==> src/rtl/seed_pkg.sv <==
// seed_pkg: constants and helpers shared across the SEED datapath.
//   SEED_WORD_W / SEED_HALF_W / SEED_BLOCK_W : standard SEED data widths
//   SEED_ROUNDS                              : number of round-function stages
//   cnt_width(n)                             : bits needed to hold 0..n
package seed_pkg;

    localparam int SEED_WORD_W  = 32;
    localparam int SEED_HALF_W  = 64;
    localparam int SEED_BLOCK_W = 128;
    localparam int SEED_ROUNDS  = 16;

    function automatic int cnt_width(input int n);
        return $clog2(n + 1);
    endfunction

endpackage

==> src/rtl/seed_pipe_stage.sv <==
// seed_pipe_stage: one data register plus its valid flop.
//   clk, reset (async, active-high)
//   adv    : capture d_in/v_in on this edge
//   flush  : synchronous clear to RESET_VAL / invalid, wins over adv
//   d_in, v_in   : word and valid tag from the previous stage
//   d_out, v_out : registered word and valid tag
module seed_pipe_stage
    import seed_pkg::*;
#(
    parameter int               WIDTH     = SEED_WORD_W,
    parameter logic [WIDTH-1:0] RESET_VAL = '0
) (
    input  logic             clk,
    input  logic             reset,
    input  logic             adv,
    input  logic             flush,
    input  logic [WIDTH-1:0] d_in,
    input  logic             v_in,
    output logic [WIDTH-1:0] d_out,
    output logic             v_out
);

    logic [WIDTH-1:0] data_d, data_q;
    logic             vld_d, vld_q;

    always_comb begin
        data_d = data_q;
        vld_d  = vld_q;
        if (flush) begin
            data_d = RESET_VAL;
            vld_d  = 1'b0;
        end else if (adv) begin
            // Data moves even when its valid tag is low; no bubble compaction.
            data_d = d_in;
            vld_d  = v_in;
        end
    end

    always_ff @(posedge clk or posedge reset) begin
        if (reset) begin
            data_q <= RESET_VAL;
            vld_q  <= 1'b0;
        end else begin
            data_q <= data_d;
            vld_q  <= vld_d;
        end
    end

    assign d_out = data_q;
    assign v_out = vld_q;

endmodule

==> src/rtl/seed_pipe_reg.sv <==
// seed_pipe_reg: STAGES-deep register chain with per-stage valid tags,
// occupancy count and synchronous flush.
//   clk, reset (async, active-high)
//   clk_en, start, sync : chain advances when clk_en & start & ~sync
//   flush               : clears data, valid bits and count; wins over advance
//   data_in, valid_in   : word and tag captured into stage 0
//   data_out, valid_out : last-stage word and tag
//   count               : number of valid stages (0..STAGES)
//   empty, full         : count == 0 / count == STAGES
// All outputs are decodes of registered state.
module seed_pipe_reg
    import seed_pkg::*;
#(
    parameter int               WIDTH     = 32,
    parameter int               STAGES    = 1,
    parameter logic [WIDTH-1:0] RESET_VAL = '0,
    localparam int              CNT_W     = cnt_width(STAGES)
) (
    input  logic             clk,
    input  logic             reset,
    input  logic             clk_en,
    input  logic             start,
    input  logic             sync,
    input  logic             flush,
    input  logic [WIDTH-1:0] data_in,
    input  logic             valid_in,
    output logic [WIDTH-1:0] data_out,
    output logic             valid_out,
    output logic [CNT_W-1:0] count,
    output logic             empty,
    output logic             full
);

    logic              adv;
    logic [WIDTH-1:0]  stage_data [STAGES];
    logic [STAGES-1:0] stage_vld;
    logic [CNT_W-1:0]  count_d, count_q;

    assign adv = clk_en & start & ~sync;

    for (genvar k = 0; k < STAGES; k++) begin : g_stage
        if (k == 0) begin : g_head
            seed_pipe_stage #(
                .WIDTH     (WIDTH),
                .RESET_VAL (RESET_VAL)
            ) u_stage (
                .clk   (clk),
                .reset (reset),
                .adv   (adv),
                .flush (flush),
                .d_in  (data_in),
                .v_in  (valid_in),
                .d_out (stage_data[k]),
                .v_out (stage_vld[k])
            );
        end else begin : g_body
            seed_pipe_stage #(
                .WIDTH     (WIDTH),
                .RESET_VAL (RESET_VAL)
            ) u_stage (
                .clk   (clk),
                .reset (reset),
                .adv   (adv),
                .flush (flush),
                .d_in  (stage_data[k-1]),
                .v_in  (stage_vld[k-1]),
                .d_out (stage_data[k]),
                .v_out (stage_vld[k])
            );
        end
    end

    // Occupancy: +1 for a valid word entering, -1 for a valid word dropping
    // off the end. Entering and leaving together cancel, so a full chain
    // fed valid words stays at STAGES and the counter cannot wrap.
    always_comb begin
        count_d = count_q;
        if (flush) begin
            count_d = '0;
        end else if (adv) begin
            if (valid_in && !stage_vld[STAGES-1]) begin
                count_d = count_q + CNT_W'(1);
            end else if (!valid_in && stage_vld[STAGES-1]) begin
                count_d = count_q - CNT_W'(1);
            end
        end
    end

    always_ff @(posedge clk or posedge reset) begin
        if (reset) begin
            count_q <= '0;
        end else begin
            count_q <= count_d;
        end
    end

    assign data_out  = stage_data[STAGES-1];
    assign valid_out = stage_vld[STAGES-1];
    assign count     = count_q;
    assign empty     = (count_q == '0);
    assign full      = (count_q == CNT_W'(STAGES));

endmodule

==> config.mk <==
export PLATFORM = sky130hd
export DESIGN_NAME = seed_pipe_reg
export DESIGN_NICKNAME = d
export VERILOG_FILES = /design/src/rtl/seed_pkg.sv /design/src/rtl/seed_pipe_stage.sv /design/src/rtl/seed_pipe_reg.sv
export SDC_FILE = /design/constraint.sdc
export NUM_CORES = 1
export LEC_CHECK = 0
export ABC_AREA = 1
export CORE_MARGIN = 5
export CORE_UTILIZATION = 60
export DETAILED_ROUTE_END_ITERATION = 10
export DONT_BUFFER_PORTS = 1
export PLACE_DENSITY = 0.76
export SLEW_MARGIN = 20
export SYNTH_ARGS = -nofsm -noshare
export SYNTH_HDL_FRONTEND = slang
export SYNTH_SLANG_ARGS = --single-unit
==> constraint.sdc <==
create_clock -name clk -period 1.5 [get_ports clk]
set_clock_uncertainty 0.2 [all_clocks]
set_input_delay 0.225 -clock clk [delete_from_list [all_inputs] [get_ports clk]]
set_output_delay 0.225 -clock clk [all_outputs]
set_load 0.05 [all_outputs]
* Word-level counts from Yosys, hierarchy flattened *
Index checks and enable logic that the tools add are counted.

word-level totals
  output and inout bits = 36
  register bits after elaboration = 34

cells by class
  reductions and logical operators = 7
  multiplexer cells = 8
  bitwise logic cells = 4
  add/subtract/negate cells = 2

operator list
  operator                                  number
  32-bit 2-to-1 mux                         2
  1-bit 2-to-1 mux                          6
  3-bit nonzero test                        1
  1-bit bitwise AND                         2
  1-bit logical AND                         2
  1-bit zero test                           2
  1-bit NOT                                 2
  2-bit AND reduction                       1
  2-bit nonzero test                        1
  1-bit adder (second input constant)       1
  1-bit subtractor (second input constant)  1

* Depth between registers and ports, before layout *
Gate-level depths: netlist of the first run.

  word-level depth = 6
  gate-level depth with buffers = 6

* Modules after synthesis *
Synthesis of the first run repeated with hierarchy kept, for this count alone.

unflattened totals
  cells, all modules = 164
  area, all modules = 1619.1 µm²

by module, submodules not included
  module           sequential area each (µm²)  instances  cells each  area each (µm²)
  seed_pipe_stage  825.8                       1          145         1514.0
  seed_pipe_reg    25.0                        1          19          105.1

* Worst setup path after synthesis of the first run *
No wires, ideal clock.

  kind = register to output
  from = register count_q (netlist: count)
  to = output empty
  arrival time = 1.007 ns
  slack = 0.068 ns
  cell stages (with the launch flop) = 2
  data required time = 1.075 ns
  cell sequence = dfrtp_1 -> inv_1

between the ends
  word-level cells in the longest chain between the ends = 1

RTL lines
  element                 RTL line              source
  from (decl)             seed_pipe_reg.sv:37   logic [CNT_W-1:0] count_d, count_q;
  from (signal assigned)  seed_pipe_reg.sv:93   count_q <= count_d;
  1-bit NOT               seed_pipe_reg.sv:100  assign empty = (count_q == '0);
  to (decl)               seed_pipe_reg.sv:30   output logic empty,

Every way passes these cells.

* Worst setup path after layout of the first run *
  from = input flush
  to = register g_stage[0].g_head.u_stage.data_q[25]

between the ends
  word-level cells in the longest chain between the ends = 1
  elaborated cells between the ends (all ways) = 2
  those cells by class = mux (1); reduce/logical (1)

RTL lines
  element                                                  RTL line               source
  from (decl)                                              seed_pipe_reg.sv:24    input logic flush,
  32-bit 2-to-1 mux or 2-bit nonzero test (tied branches)  n/a
  to (signal assigned)                                     seed_pipe_stage.sv:44  data_q <= data_d;
  to (decl)                                                seed_pipe_stage.sv:23  logic [WIDTH-1:0] data_d, data_q;

Parallel ways exist; a longest one is shown, timed or not.
A chain may end at the register's enable or synchronous reset.

==> results of run 1 <==
==> logic make-up after synthesis <==
kind of cell | after synthesis | share of synthesized area (%)
and+or+nand+nor | 108 | 32.7
DFF | 34 | 60.3
buffers and inverters | 16 | 6.65
AOI/OAI and AO/OA | 1 | 0.354
==> stage by stage <==
| stage | cells | worst slack [ns] | total power, mW |
|---|---|---|---|
| after floorplan | 159 | 0.0679 | 1.23 |
| after global placement | 193 | 0.365 | 1.27 |
| after detailed placement | 193 | 0.327 | 1.28 |
| after CTS | 246 | 0.0579 | 1.88 |
| after global routing | 246 | 0.00222 | 1.96 |
| final | 246 | 0.0143 | 1.89 |
==> registers in the layout, summed over array words and instances, names as in the netlist <==
name                          count
g_stage.g_head.u_stage.v_out      1
g_stage.g_head.u_stage.d_out     32
count                             1
==> worst max-delay path, stage by stage <==
cell and delay, ns:
dlygate4sd3_1 0.60, clkinv_2 0.26, buf_12 0.24, nand3_1 0.12
nand2_1 0.07
==> routing by layer <==
layer | vias to the layer above | wire length [µm] | track usage [%]
met3 | 26 | 412 | 10.1
met2 | 96 | 2360 | 50.9
met5 | - | 0 | 0
li1 | 618 | - | -
met4 | 0 | 270 | 20.2
met1 | 656 | 1490 | 28.9
==> layout make-up <==
cell class	count	area share [%]
Tap cell	28	1.72
Sequential cell	34	41.9
Clock buffer	7	2.71
Timing Repair Buffer	61	29.3
Multi-Input combinational cell	109	23.0
Inverter	6	1.17
Clock inverter	1	0.246
==> cell usage after synthesis <==
master	number
nand2_1	71
inv_1	5
nor2_4	1
dfrtp_1	34
nand3_2	1
nand3_1	34
buf_6	3
nor2_1	1
buf_2	6
buf_4	1
inv_2	1
o21ai_0	1
==> worst paths after layout <==
kind                                                startpoint                                   to  slack (ns)  cells after the start
min in group asynchronous                                reset  g_stage[0].g_head.u_stage.d_out[10]        0.22                      3
setup reg to reg           g_stage[0].g_head.u_stage.d_out[25]  g_stage[0].g_head.u_stage.d_out[25]        0.24                      2
hold / removal                                           flush  g_stage[0].g_head.u_stage.d_out[27]      0.0006                      4
hold reg to reg            g_stage[0].g_head.u_stage.d_out[24]  g_stage[0].g_head.u_stage.d_out[24]        0.32                      2
max in group asynchronous                                reset   g_stage[0].g_head.u_stage.d_out[5]        0.57                      3
setup / recovery                                         flush  g_stage[0].g_head.u_stage.d_out[25]        0.01                      5
==> what timing repair did <==
item	4_1_cts	5_1_grt
hold buffers	45	0
hold endpoints to repair	68	0
setup endpoints to repair	0	1
gates resized for setup	0	1
==> power groups by stage <==
stage,registers [mW],clock network (mW),logic [mW]
floorplan,1.11,0,0.123
global placement,1.06,0,0.212
detailed placement,1.06,0,0.220
CTS,1.05,0.529,0.300
global route,1.05,0.582,0.329
finish,1.05,0.530,0.310
==> impl_metrics.csv, run 1 <==
group,metric,value,unit
drt,vias,1396,
clock_tree,clockBufferDepth,2,
power_and_ir_drop,switching_share,31.4,%
floorplan,dieHeight,58.5,µm
clock_tree,clk_latency,0.34,ns
grt,grt_usage,29.3,%
timing,hold_viol_final,0,
floorplan,boundaryPins,75,
clock_tree,cts_tree,"done",
layout,insertedDiodeCount,0,
layout,multi_input_area,467,µm²
power_and_ir_drop,pwr-share-clk,28.1,%
logic_synthesis,synth_area,1410,µm²
logic_synthesis,yosys_warnings,0,
layout,final_cell_mix,"nand2_1 (71), dlygate4sd3_1 (45), nand3_1 (34), dfrtp_1 (34), buf_4 (14)",
logic_synthesis,netlist_top_cells_area,"dfrtp_1 (60%), nand2_1 (19%), nand3_1 (12%)",
layout,utilization,91.0,%
floorplan,coreArea,2230,µm²
logic_synthesis,ys_ff_latch,34,
clock_tree,cts_setup_buffers,0,
placed_design,port_buffers,0,
drt,drt-vias-per-instance,5.67,
grt,gr-total-overflow,0,
worst_setup_path,arrival,1.53,ns
power_and_ir_drop,ir_drop,0.000839,V
timing,drv_slew,0,
layout,area_growth,44.0,%
worst_setup_path,required,1.54,ns
grt,grt_pass1_wl,7.19,mm
timing,rsz0062_at_grt,"no",
floorplan,design.die.area,3420,µm²
placed_design,hpwlAfterDp,2.29,mm
drt,drtAntennaViolNets,0,
power_and_ir_drop,p_sw,592,µW
layout,design_area,2030,µm²
floorplan,die_w,58.5,µm
logic_synthesis,avgSynthCellArea,8.88,µm²
timing,fin_tns_setup,0,ns
floorplan,row_count,17,
clock_tree,cts_buffers,5,
drt,dr.pass1.iters,4,
drt,wl_per_cell,18.4,µm
outcome,status,"finished, final reports clean",
layout,final_common_cell,"nand2_1",
layout,final_layout_size_suffix_gt1_share,11.9,%
clock_tree,clock_tree.htree_level_count,2,
worst_setup_path,cp-end-kind,"flip-flop",
drt,routed_wl,4.53,mm
worst_setup_path,criticalPathCategory,"primary input to flip-flop",
power_and_ir_drop,p_seq_share,55.5,%
timing,period_share,99.0,%
grt,antenna_found_initial,0,
layout,fin_nets,256,
placed_design,placed_area,1520,µm²
layout,fill_cells,102,
drt,first_iter_violations,84,
timing,setup_violations,0,
timing,fin_crit,1.49,ns
logic_synthesis,synth_top_area_share,60.3,%
timing,fmax,673,MHz
clock_tree,cts_sinks,34,
placed_design,gp_congestion,0.717,
job,cap_viol_max_count,0,
clock_tree,root_buffer,"clkbuf_4",
grt,grt_max_degree,35,
floorplan,start_util,63.2,%
logic_synthesis,yosysSeqAreaShare,60.3,%
hold_path,hold_class,"primary input to flip-flop",
worst_setup_path,start_kind,"primary input",
power_and_ir_drop,leakage,1.07,nW
logic_synthesis,synthDistinctLibCells,12,
power_and_ir_drop,internal-power,1.30,mW
power_and_ir_drop,combinationalPowerShare,16.4,%
logic_synthesis,synthesis.nets,198,
logic_synthesis,synth_cells,159,
power_and_ir_drop,power_density,929,nW/µm²
timing,slew_headroom,65.5,%
logic_synthesis,yosysTopAreaCell,"dfrtp_1",
grt,grt_pass1_vias,1539,
timing,tightest_slew,0.518,ns
drt,drc,0,
clock_tree,path_clk_slew,0.10,ns
worst_setup_path,crit_fanout,18,
layout,register_area,851,µm²
timing,whs,0.000585,ns
Note: power is estimated with default switching activity, not from simulation.
==> run 2: changes to the inputs <==
==> constraint.sdc (replaced) <==
create_clock -name clk -period 1.5 [get_ports clk]
set_clock_uncertainty 0.2 [all_clocks]
set_input_delay 0.3 -clock clk [delete_from_list [all_inputs] [get_ports clk]]
set_output_delay 0.3 -clock clk [all_outputs]
set_load 0.05 [all_outputs]
==> run 2 against run 1 <==
Against the previous run:
- utilization decreased by 5.0 points
- first-iteration DRC count down 11%
- design area shrank 5.5%
- die area unchanged
- worst setup slack gained 0.0025 ns
- highest routed layer unchanged
==> impl_metrics.csv, run 2 (synthesis results as in run 1) <==
group,metric,value,unit
outcome,status,"finished, final reports clean",
floorplan,die_w,58.5,µm
worst_setup_path,start_kind,"flip-flop",
floorplan,start_util,63.2,%
floorplan,design.die.area,3420,µm²
layout,insertedDiodeCount,0,
clock_tree,cts_sinks,34,
drt,top_layer,"met4",
placed_design,placed_area,1460,µm²
hold_path,min_from,"flush",
placed_design,gp_congestion,0.739,
worst_setup_path,r2r_setup_slack,0.34,ns
worst_setup_path,reg2reg_to,"count",
grt,grt_usage,25.6,%
worst_setup_path,worstPathCellList,"inv_2 -> buf_8",
timing,tightest_slew,0.282,ns
drt,wl_per_cell,18.3,µm
worst_setup_path,critPathBufInv,2,
clock_tree,clock_tree.htree_level_count,2,
layout,design_area,1920,µm²
clock_tree,clockBufferDepth,2,
drt,wl_met2,2.24,mm
floorplan,coreArea,2230,µm²
worst_setup_path,worst_r2r_path_depth,6,
floorplan,row_count,17,
clock_tree,cts_tree,"done",
drt,wl_met1,1.44,mm
layout,final_layout_size_suffix_gt1_share,27.2,%
clock_tree,path_clk_slew,0.10,ns
timing,rsz0062_at_grt,"yes",
worst_setup_path,crit_fanout,3,
placed_design,hpwlAfterDp,2.38,mm
worst_setup_path,cp-end-kind,"output pin",
timing,setup_violations,0,
placed_design,placed_cells,187,
layout,final_cell_mix,"nand2_1 (71), dlygate4sd3_1 (35), nand3_1 (34)",
hold_path,hold_path_depth,4,
job,cap_viol_max_count,0,
timing,drv_slew,0,
worst_setup_path,max_stage_delay,0.45,ns
layout,fin_cells,230,
layout,utilization,86.0,%
drt,first_iter_violations,75,
timing,fin_crit,1.48,ns
worst_setup_path,critPathSlowestCell,"dfrtp_2",
power_and_ir_drop,power_density,948,nW/µm²
layout,largest_register_ffs,32,
grt,grt_pass1_vias,1413,
layout,area_growth,36.1,%
drt,routed_wl,4.22,mm
power_and_ir_drop,ir_drop,0.000706,V
clock_tree,clk_latency,0.33,ns
timing,slew_headroom,81.2,%
layout,final_common_cell,"nand2_1",
drt,drc,0,
power_and_ir_drop,finalPower,1.82,mW
timing,fin_tns_setup,0,ns
timing,period_share,98.9,%
grt,gr-total-overflow,0,
hold_path,hold_end,"g_stage[0].g_head.u_stage.d_out[13]",
worst_setup_path,cpLargestDelayFamily,"flip-flops",
grt,grt_pass1_wl,6.60,mm
floorplan,dieHeight,58.5,µm
grt,grt_max_degree,34,
hold_path,hold_class,"primary input to flip-flop",
drt,dr.pass1.iters,4,
worst_setup_path,arrival,0.98,ns
clock_tree,root_buffer,"clkbuf_4",
worst_setup_path,rr_startpoint,"g_stage[0].g_head.u_stage.v_out",
placed_design,port_buffers,0,
worst_setup_path,criticalPathCategory,"flip-flop to output pin",
layout,fin_nets,241,
timing,hold_viol_final,0,
drt,drtAntennaViolNets,0,
worst_setup_path,required,1.00,ns
timing,fmax,674,MHz
clock_tree,cts_buffers,5,
grt,antenna_found_initial,0,
drt,vias,1306,
drt,route.met3.wl,412,µm
power_and_ir_drop,leakage,0.969,nW
drt,drt-vias-per-instance,5.68,
floorplan,boundaryPins,75,
## run 2: cell types whose count changed in the layout (fill, tap and decap cells not counted), sizes merged
cell         delta
clkbuf          -2
dlygate4sd3    -10
buf             -5
inv             +1
## run 2: what timing repair did
action,4_1_cts,5_1_grt
setup endpoints to repair,4,34
pin swaps,0,0
hold buffers,35,0
hold endpoints to repair,68,0
setup buffers,0,1
resized for setup,3,33
## run 2: metal layers
layer	vias up	GRT usage (%)
li1	586	-
met1	626	27.1
met2	78	46.6
met3	16	8.99
met4	0	9.27
met5	-	0
## run 2: metrics by stage
stage,worst slack (ns),hold WS [ns]
CTS,0.000489,0.0529
floorplan,0.133,0.210
global route,-0.0279,0.0775
global placement,0.350,0.0165
finish,0.0168,0.0862
detailed placement,0.304,0.0338
## run 2: worst reg2reg max path, cell delays in order, from the launching register on
cell and delay, ns:
dfrtp_1 0.42, inv_1 0.11, nand2_1 0.07, nand3_1 0.12
nand2_1 0.06, nand2_1 0.05, nand2_1 0.04
## run 2: power by group
part,switching (mW),internal [mW]
Combinational,0.159,0.122
Clock,0.287,0.168
Sequential,0.131,0.954
## run 2: cell type report
cell class	instances	area, µm²
clock buffers	5	37.5
clock inverters	2	10.0
fillers	117	313
inverters	6	22.5
multi-input cells	109	467
flip-flops and latches	34	892
well taps	28	35.0
repair buffers	46	457
## run 2: worst max path at each step
| stage | startpoint | endpoint | slack, ns | depth (start not counted) |
|---|---|---|---|---|
| detailed placement | sync | g_stage[0].g_head.u_stage.v_out | 0.30 | 6 |
| CTS | g_stage[0].g_head.u_stage.d_out[25] | data_out[25] | 0.0005 | 0 |
| floorplan | count | empty | 0.13 | 1 |
| global route | count | empty | -0.03 | 2 |
| finish | count | empty | 0.02 | 2 |
| global placement | sync | g_stage[0].g_head.u_stage.v_out | 0.35 | 6 |
==> run 3: changes to the inputs <==
--- a/config.mk
+++ b/config.mk
@@ -11,6 +11,7 @@
 export DETAILED_ROUTE_END_ITERATION = 10
 export DONT_BUFFER_PORTS = 1
 export PLACE_DENSITY = 0.76
+export SETUP_SLACK_MARGIN = 0.4
 export SLEW_MARGIN = 20
 export SYNTH_ARGS = -nofsm -noshare
 export SYNTH_HDL_FRONTEND = slang
==> run 3 against run 2 <==
Against the previous run:
- first-iteration DRC count decreased by 8.0%
- total power about the same
- critical path depth unchanged
- sequential share of layout area decreased by 1.6 points
- combinational power increased by 3%
- register-to-register slack got worse by 0.10 ns
- via count increased by 1.4%
- sequential power about the same
- non-clock buffer count increased by 1
- maximum frequency increased by 2.4%
- cell count increased by 0.43%
- design area increased by 3.7%
==> impl_metrics.csv, run 3 (synthesis results as in run 1) <==
group,metric,value,unit
grt,antenna_found_initial,0,
layout,final_cell_mix,"nand2_1 (69), dlygate4sd3_1 (35), dfrtp_2 (34)",
drt,drc,0,
layout,design_area,1990,µm²
drt,routed_wl,3.92,mm
placed_design,placed_cells,184,
grt,gr-total-overflow,0,
layout,largest_register_ffs,32,
floorplan,coreArea,2230,µm²
clock_tree,cts_buffers,5,
worst_setup_path,required,1.00,ns
worst_setup_path,critPathBufInv,2,
grt,grt_usage,23.9,%
worst_setup_path,worstPathCellList,"inv_2 -> buf_8",
worst_setup_path,crit_fanout,2,
timing,period_share,96.5,%
timing,fmax,691,MHz
power_and_ir_drop,power_density,915,nW/µm²
drt,wl_per_cell,17.0,µm
layout,insertedDiodeCount,0,
placed_design,hpwlAfterDp,2.34,mm
placed_design,port_buffers,0,
grt,grt_max_degree,20,
power_and_ir_drop,p_sw,567,µW
drt,drtAntennaViolNets,0,
job,cap_viol_max_count,0,
worst_setup_path,r2r_setup_slack,0.24,ns
floorplan,row_count,17,
layout,area_growth,41.1,%
power_and_ir_drop,leakage,0.985,nW
drt,drt-vias-per-instance,5.73,
floorplan,boundaryPins,75,
floorplan,dieHeight,58.5,µm
power_and_ir_drop,combinationalPowerShare,15.9,%
layout,fill_cells,105,
timing,slew_headroom,77.2,%
layout,fin_cells,231,
clock_tree,clockBufferDepth,2,
timing,fin_crit,1.45,ns
worst_setup_path,worst_r2r_path_depth,6,
layout,final_common_cell,"nand2_1",
hold_path,hold_end,"count",
floorplan,start_util,63.2,%
timing,whs,0.0358,ns
clock_tree,cts_tree,"done",
clock_tree,path_clk_slew,0.10,ns
floorplan,die_w,58.5,µm
drt,dr.pass1.iters,5,
worst_setup_path,critPathSlowestCell,"dfrtp_2",
placed_design,placed_area,1520,µm²
power_and_ir_drop,switching_share,31.1,%
placed_design,gp_congestion,0.786,
worst_setup_path,rr_startpoint,"g_stage[0].g_head.u_stage.v_out",
worst_setup_path,start_kind,"flip-flop",
worst_setup_path,cpLargestDelayFamily,"flip-flops",
timing,hold_viol_final,0,
drt,first_iter_violations,69,
outcome,status,"finished, final reports clean",
hold_path,hold_class,"primary input to flip-flop",
grt,grt_pass1_wl,6.16,mm
worst_setup_path,reg2reg_to,"count",
power_and_ir_drop,finalPower,1.82,mW
grt,grt_pass1_vias,1340,
clock_tree,cts_sinks,34,
layout,final_layout_size_suffix_gt1_share,31.5,%
layout,fin_nets,242,
power_and_ir_drop,pwr-share-clk,24.5,%
power_and_ir_drop,ir_drop,0.000914,V
worst_setup_path,arrival,0.95,ns
timing,setup_violations,0,
clock_tree,clk_latency,0.31,ns
drt,vias,1324,
clock_tree,clock_tree.htree_level_count,2,
floorplan,design.die.area,3420,µm²
worst_setup_path,cp-end-kind,"output pin",
timing,rsz0062_at_grt,"yes",
power_and_ir_drop,internal-power,1.26,mW
hold_path,hold_path_depth,4,
clock_tree,root_buffer,"clkbuf_4",
timing,drv_slew,0,
worst_setup_path,max_stage_delay,0.43,ns
worst_setup_path,criticalPathCategory,"flip-flop to output pin",
timing,tightest_slew,0.341,ns
hold_path,min_from,"valid_in",
power_and_ir_drop,p_seq_share,59.6,%
## run 3: power groups by stage
stage / clock network [mW] / registers, mW / logic (mW)
after detailed placement: 0 / 1.10 / 0.182
after global routing: 0.492 / 1.09 / 0.313
after CTS: 0.458 / 1.09 / 0.269
after floorplan: 0 / 1.11 / 0.126
after global placement: 0 / 1.10 / 0.174
final: 0.446 / 1.09 / 0.290
## run 3: final cells by class
class / instances / area, µm² / share of cell area (%)
flip-flops and latches: 34 / 893 / 44.8
repair buffers: 47 / 489 / 24.6
multi-input cells: 109 / 488 / 24.5
inverters: 6 / 38.8 / 1.95
clock buffers: 5 / 37.5 / 1.88
well taps: 28 / 35.0 / 1.76
clock inverters: 2 / 10.0 / 0.503
## run 3: what timing repair did
action                                 in CTS  in global routing
endpoints found under the hold margin      68                  0
pin swaps                                   1                  0
buffers inserted                            0                  5
gates resized for setup                     7                  2
setup endpoints to repair                  37                 57
hold buffers                               35                  0
## run 3: metrics by stage
step	setup TNS, ns	setup slack [ns]	utilization [%]
6_report	0	0.0520	89.2
5_1_grt	-0.00103	-0.00103	89.2
4_1_cts	0	0.0361	86.8
3_5_place_dp	0	0.157	68.0
3_3_place_gp	0	0.202	68.0
2_1_floorplan	0	0.133	-
## run 3: metal layers
metal	GRT usage, %	part of all wire [%]
met1	27.2	36
met2	40.0	50
met3	9.87	12
met4	9.27	2.2
met5	0	0
## run 3: worst max path at each step
stage	from	end	slack, ns	cells after the start
floorplan	count	empty	0.13	1
global placement	sync	g_stage[0].g_head.u_stage.d_out[22]	0.20	6
detailed placement	sync	g_stage[0].g_head.u_stage.d_out[20]	0.16	6
CTS	count	empty	0.04	2
global route	count	empty	-0.001	2
finish	count	empty	0.05	2
## run 3: worst reg2reg max path: cells and delay by family, from the launching register on
kind	cells	cell delay, ns
buffers and inverters	1	0.13
AND/OR/NAND/NOR	5	0.29
flip-flops	1	0.54
